`config.mk`:
```
export PLATFORM = sky130hd
export DESIGN_NAME = amplitude_ramp_mc
export DESIGN_NICKNAME = d
export VERILOG_FILES = /design/src/rtl/amplitude_pkg.sv /design/src/rtl/gain_ramp.sv /design/src/rtl/amplitude_ramp_mc.sv
export SDC_FILE = /design/constraint.sdc
export NUM_CORES = 1
export LEC_CHECK = 0
export BUFFER_PORTS_ARGS = -buffer_cell sky130_fd_sc_hd__buf_2
export CAP_MARGIN = 20
export CORE_UTILIZATION = 60
export CTS_CLUSTER_SIZE = 40
export DETAILED_ROUTE_END_ITERATION = 6
export GPL_ROUTABILITY_DRIVEN = 0
export PLACE_DENSITY = 0.79
export SLEW_MARGIN = 15
export SYNTH_ARGS = -nofsm -noshare
export SYNTH_HDL_FRONTEND = slang
export SYNTH_SLANG_ARGS = --single-unit
export TNS_END_PERCENT = 10
```
`constraint.sdc`:
```
create_clock -name clk -period 10.85 [get_ports clk]
set_input_delay 2.17 -clock clk [delete_from_list [all_inputs] [get_ports clk]]
set_output_delay 2.17 -clock clk [all_outputs]
set_load 0.005 [all_outputs]
```
`src/rtl/amplitude_pkg.sv`:
```
// Shared types and helpers for the amplitude ramp volume stage.
package amplitude_pkg;

    typedef enum logic [1:0] {
        IDLE = 2'd0,
        MAC  = 2'd1,
        EMIT = 2'd2
    } state_e;

    // The gain table below is written for 14 fractional bits.
    localparam int LUT_GQ = 14;
    localparam int UNITY  = 1 << LUT_GQ;
    localparam int WIDE   = 64;

    function automatic int unity(input int gq);
        return 1 << gq;
    endfunction

    // Switch code to target gain, rescaled to the caller's fractional width.
    function automatic logic signed [31:0] gain_lut(input logic [2:0] sel, input int gq);
        logic signed [31:0] base;
        case (sel)
            3'd0:    base = 32'sh0000_0000;
            3'd1:    base = 32'sh0000_1000;
            3'd2:    base = 32'sh0000_2000;
            3'd3:    base = 32'sh0000_2D41;
            3'd4:    base = 32'sh0000_4000;
            3'd5:    base = 32'sh0000_5A82;
            3'd6:    base = 32'sh0000_6000;
            default: base = 32'sh0000_7000;
        endcase
        if (gq >= LUT_GQ) return base <<< (gq - LUT_GQ);
        else              return base >>> (LUT_GQ - gq);
    endfunction

    // Clamp a wide signed value into the range of a bits-wide signed number.
    function automatic logic signed [WIDE-1:0] sat(input logic signed [WIDE-1:0] value,
                                                   input int bits);
        logic signed [WIDE-1:0] hi;
        logic signed [WIDE-1:0] lo;
        hi = (64'sd1 <<< (bits - 1)) - 64'sd1;
        lo = -(64'sd1 <<< (bits - 1));
        if (value > hi)      return hi;
        else if (value < lo) return lo;
        else                 return value;
    endfunction

endpackage

```
`src/rtl/gain_ramp.sv`:
```
// Target-gain selection from panel switches and a slew-limited gain register.
// The gain only moves when step_i is pulsed, so the owner decides the update rate.
module gain_ramp
    import amplitude_pkg::*;
#(
    parameter int GW        = 16,
    parameter int GQ        = 14,
    parameter int RAMP_STEP = 16'h0200
) (
    input  logic                 clk,
    input  logic                 rst_n,
    input  logic [2:0]           gain_sel_i,
    input  logic                 step_i,
    output logic signed [GW-1:0] gain_o
);

    localparam logic signed [GW:0] STEP = (GW+1)'(RAMP_STEP);

    logic [2:0]           sync1_q, sync2_q, sel_q;
    logic signed [31:0]   lut_full;
    logic signed [GW-1:0] target;
    logic signed [GW:0]   diff;
    logic signed [GW-1:0] gain_q, gain_d;

    // Two-flop synchronizer, then accept a code only once it has been seen on two
    // consecutive clocks so a switch bounce shorter than two cycles never lands.
    always_ff @(posedge clk or negedge rst_n) begin
        if (!rst_n) begin
            sync1_q <= 3'd0;
            sync2_q <= 3'd0;
            sel_q   <= 3'd0;
        end else begin
            sync1_q <= gain_sel_i;
            sync2_q <= sync1_q;
            if (sync1_q == sync2_q) sel_q <= sync2_q;
        end
    end

    assign lut_full = gain_lut(sel_q, GQ);
    assign target   = GW'(lut_full);

    // Slew toward the target by at most one step; land exactly when within reach.
    always_comb begin
        gain_d = gain_q;
        diff   = (GW+1)'(target) - (GW+1)'(gain_q);
        if (step_i) begin
            if (diff > STEP)       gain_d = gain_q + GW'(STEP);
            else if (diff < -STEP) gain_d = gain_q - GW'(STEP);
            else                   gain_d = target;
        end
    end

    // Gain register starts muted so the output fades in after reset.
    always_ff @(posedge clk or negedge rst_n) begin
        if (!rst_n) gain_q <= '0;
        else        gain_q <= gain_d;
    end

    assign gain_o = gain_q;

endmodule

```
`src/rtl/amplitude_ramp_mc.sv`:
```
// Multi-channel PCM volume stage: one shared multiplier walks the channels of a
// frame, then the assembled frame is emitted and the gain slews one step.
//
// state | meaning
// IDLE  | ready for a frame; accept latches samples and the frame gain
// MAC   | one channel per cycle through the shared multiplier
// EMIT  | out_valid pulse with the new frame; gain takes one ramp step
module amplitude_ramp_mc
    import amplitude_pkg::*;
#(
    parameter int BITS      = 16,
    parameter int CH        = 2,
    parameter int GW        = 16,
    parameter int GQ        = 14,
    parameter int RAMP_STEP = 16'h0200
) (
    input  logic                 clk,
    input  logic                 rst_n,
    input  logic [2:0]           gain_sel,
    input  logic                 in_valid,
    output logic                 in_ready,
    input  logic [CH*BITS-1:0]   in_data,
    output logic                 out_valid,
    output logic [CH*BITS-1:0]   out_data,
    output logic [CH-1:0]        clip,
    output logic [GW-1:0]        cur_gain
);

    localparam int IW = (CH > 1) ? $clog2(CH) : 1;
    localparam int PW = BITS + GW;
    localparam logic signed [PW:0] ROUND = (PW+1)'(unity(GQ) / 2);

    state_e               state_q, state_d;
    logic [CH*BITS-1:0]   frame_q, frame_d;
    logic signed [GW-1:0] fgain_q, fgain_d;
    logic [IW-1:0]        ch_q, ch_d;
    logic [CH*BITS-1:0]   res_q, res_d, out_q, out_d;
    logic [CH-1:0]        clipacc_q, clipacc_d, clip_q, clip_d;
    logic                 step;
    logic signed [GW-1:0] gain;

    logic signed [BITS-1:0] sample;
    logic signed [PW-1:0]   prod;
    logic signed [PW:0]     rnd;
    logic signed [WIDE-1:0] r_ext, r_sat;
    logic signed [BITS-1:0] lane_out;
    logic                   lane_clip;

    gain_ramp #(
        .GW        (GW),
        .GQ        (GQ),
        .RAMP_STEP (RAMP_STEP)
    ) u_gain_ramp (
        .clk        (clk),
        .rst_n      (rst_n),
        .gain_sel_i (gain_sel),
        .step_i     (step),
        .gain_o     (gain)
    );

    // Shared datapath for the channel selected by ch_q: multiply, round half up, saturate.
    assign sample    = frame_q[int'(ch_q)*BITS +: BITS];
    assign prod      = PW'(sample) * PW'(fgain_q);
    assign rnd       = (PW+1)'(prod) + ROUND;
    assign r_ext     = WIDE'(rnd >>> GQ);
    assign r_sat     = sat(r_ext, BITS);
    assign lane_out  = BITS'(r_sat);
    assign lane_clip = (r_sat != r_ext);

    // Next-state and datapath control; the full frame is published only on entry to EMIT.
    always_comb begin
        state_d   = state_q;
        frame_d   = frame_q;
        fgain_d   = fgain_q;
        ch_d      = ch_q;
        res_d     = res_q;
        out_d     = out_q;
        clipacc_d = clipacc_q;
        clip_d    = clip_q;
        step      = 1'b0;
        case (state_q)
            IDLE: begin
                if (in_valid) begin
                    frame_d = in_data;
                    fgain_d = gain;
                    ch_d    = '0;
                    state_d = MAC;
                end
            end
            MAC: begin
                res_d[int'(ch_q)*BITS +: BITS] = lane_out;
                clipacc_d[ch_q]                = lane_clip;
                ch_d                           = ch_q + 1'b1;
                if (ch_q == IW'(CH - 1)) begin
                    out_d   = res_d;
                    clip_d  = clipacc_d;
                    state_d = EMIT;
                end
            end
            EMIT: begin
                step    = 1'b1;
                state_d = IDLE;
            end
            default: state_d = IDLE;
        endcase
    end

    // State and frame registers; reset discards any frame in flight.
    always_ff @(posedge clk or negedge rst_n) begin
        if (!rst_n) begin
            state_q   <= IDLE;
            frame_q   <= '0;
            fgain_q   <= '0;
            ch_q      <= '0;
            res_q     <= '0;
            out_q     <= '0;
            clipacc_q <= '0;
            clip_q    <= '0;
        end else begin
            state_q   <= state_d;
            frame_q   <= frame_d;
            fgain_q   <= fgain_d;
            ch_q      <= ch_d;
            res_q     <= res_d;
            out_q     <= out_d;
            clipacc_q <= clipacc_d;
            clip_q    <= clip_d;
        end
    end

    assign in_ready  = rst_n & (state_q == IDLE);
    assign out_valid = (state_q == EMIT);
    assign out_data  = out_q;
    assign clip      = clip_q;
    assign cur_gain  = gain;

endmodule
```
==> metrics <==
status completed; Starting Density around three fifths; core area 24,400 um^2; DRC Markers 0; drt wl/cell about 17 um; Final Instance Area approximately 16,000 um^2; Critical Path RT around 11 ns; CP startpoint kind register; H-tree depth 4; Fin Hold WS 0.389 ns; final hold violation count 0; PortBufs 85; vias in the first global route around 12,000; Post-DP Area roughly 16,000 um^2; buffer count from post-CTS setup fixing 0; post-route ant nets 0; final setup TNS 0 ns; Die Height around 160 um; CP max stage delay approximately 0.91 ns; largest net degree at the start of global routing between 60 and 70; Die X about 160 um; Final Max Tran Viols 0; vias post-DR approximately 11,000; layout cell share with drive strength beyond 1 12.5%; Gate Count Post-Synth 1,547; CP max-delay cell dfrtp_1; clk_lat worst skew 0.43 ns; post-CTS resize count 0; antenna violations before repair 0; Worst slew margin a little over two fifths; first-pass GRT wire length roughly 59,000 um; CTS tree built; Mapped Area roughly 15,000 um^2; Pre-Repair DR Iteration Count 6; R2R setup slack about 2.1 ns; Clk pin slew, worst setup/hold paths about 0.060 ns; GRT Overall Usage 29.3%; Yosys reg bits 113; Slew @ Worst Pin between 0.8 and 0.9 ns; Detail Placement HPWL around 27,000 um; Post-synth EDFFs 0; fillers around 1,900; fmax approximately 110 MHz; clock sink total 113; row cnt 57; Final Critical Period between 8 and 9 ns; number of hold buffers added after CTS 0; initial drt markers about 660; Primary FF master, synth dfrtp_1; FFs w/ async S/R, synth 100%; Worst Path Max Fanout 21; Max-cap violations 0; Num CTS Buffers 17; CP Data Arrival Time 9.00 ns; Setup Viol. Count Final 0; most frequent CP cell fa_1; Routed Wire Length roughly 34,000 um; clock skew 0.0130 ns; YS warnings 0; die area between 20,000 and 30,000 um^2; GRT overflow 0; area grow syn2layout 9.93%; RSZ-0062 raised after global routing false; nets@finish around 2,100; Critical Path Sink Type register; sequential area share after synthesis around a fifth; diode count 0; crit path kind reg2reg; Netlist cell types 77; final worst slack around 2.1 ns; final worst path period share about 81%; Post-Syn Area per Cell 9.70 um^2; Worst Hold Class reg2reg; I/O pins 90; worst-case clock buffer depth 2; Via density around 5.5; clock root buffer clkbuf_16; pre-CTS WS 2.18 ns
[flip-flops by register name, indices dropped and copies added, names as in the netlist]
register / count
ch_q: 1
u_gain_ramp.sync1_q: 3
clipacc_q: 1
u_gain_ramp.sel_q: 3
fgain_q: 9
u_gain_ramp.sync2_q: 3
frame_q: 32
u_gain_ramp.gain_o: 9
clip: 2
state_q: 2
out_data: 32
res_q: 16
[cell usage in the layout (no fill, tap or decap), types with 12 or more instances in the layout]
| master | netlist | layout |
|---|---|---|
| o21ai_0 | 33 | 33 |
| nor3_1 | 13 | 13 |
| fa_1 | 264 | 264 |
| nor2_1 | 80 | 80 |
| buf_2 | 4 | 84 |
| dfrtp_1 | 113 | 113 |
| clkbuf_16 | 0 | 17 |
| conb_1 | 2 | 68 |
| xnor2_1 | 18 | 18 |
| and2_1 | 62 | 62 |
| a21oi_1 | 71 | 71 |
| mux2_2 | 60 | 60 |
| inv_1 | 341 | 341 |
| nand3_1 | 13 | 13 |
| a21o_1 | 12 | 12 |
| nand2_1 | 166 | 166 |
| ha_1 | 90 | 90 |
[metal layers]
metal / part of all wire [%] / up-vias / track usage (%)
met3: 5.6 / 84 / 4.13
met5: 0 / - / 0
met4: 4.2 / 0 / 13.4
met2: 52 / 399 / 51.2
li1: - / 4995 / -
met1: 38 / 5550 / 36.0
[layout make-up]
class / instances / area [um^2] / share of cell area (%)
Inverter: 343 / 1290 / 7.81
Clock inverter: 10 / 111 / 0.675
Multi-Input combinational cell: 1112 / 10900 / 66.3
Sequential cell: 113 / 2830 / 17.1
Timing Repair Buffer: 90 / 465 / 2.82
Clock buffer: 21 / 460 / 2.79
Tap cell: 324 / 405 / 2.46
[synth_stat cells, drive strengths merged, types with 13 or more instances]
library cell / n / area [um^2]
a21oi: 72 / 372
and2: 62 / 388
buf: 13 / 87.6
clkbuf: 32 / 120
dfrtp: 113 / 2830
fa: 264 / 5290
ha: 90 / 1130
inv: 342 / 1280
mux2: 60 / 676
nand2: 166 / 623
nand3: 13 / 65.1
nor2: 89 / 402
nor3: 13 / 65.1
o21ai: 36 / 180
xnor2: 18 / 158
[worst max-delay path: cells and delay by family (launching register included)]
family	cells	cell delay [ns]
and+or+nand+nor	4	0.73
xor gates and xnor gates	1	0.30
AOI/OAI and AO/OA	7	1.46
adders and majority gates	8	4.06
muxes	1	0.43
buffers and inverters	5	0.69
DFF	1	0.91
[stage by stage]
step                cells  utilization, %
floorplan            1613               -
global placement     1982            65.3
detailed placement   1982            65.3
CTS                  2013            67.6
global route         2013            67.6
finish               2013            67.6
[cell families (layout without fill, tap and decap cells)]
family / Yosys count / in the layout / share of synthesized area, %
compound gates: 199 / 199 / 8.94
xor+xnor: 28 / 28 / 1.73
fa+ha+maj: 354 / 354 / 42.7
buf+inv: 388 / 464 / 9.96
flops: 113 / 113 / 18.8
mux: 69 / 69 / 5.10
other cells: 2 / 68 / 0.0501
simple gates: 394 / 394 / 12.6
[path summary, 6_finish.rpt]
path	start	endpoint	cells after the start
setup / recovery	ch_q	out_data[22]	26
hold / removal	u_gain_ramp.sync1_q[1]	u_gain_ramp.sync2_q[1]	0
setup reg to reg	ch_q	out_data[22]	26
hold reg to reg	u_gain_ramp.sync1_q[1]	u_gain_ramp.sync2_q[1]	0
max in group asynchronous	rst_n	out_data[10]	2
min in group asynchronous	rst_n	u_gain_ramp.gain_o[12]	1
Power is not shown: default switching activity piles up to over one toggle a cycle in this logic, so the estimate is an artifact.
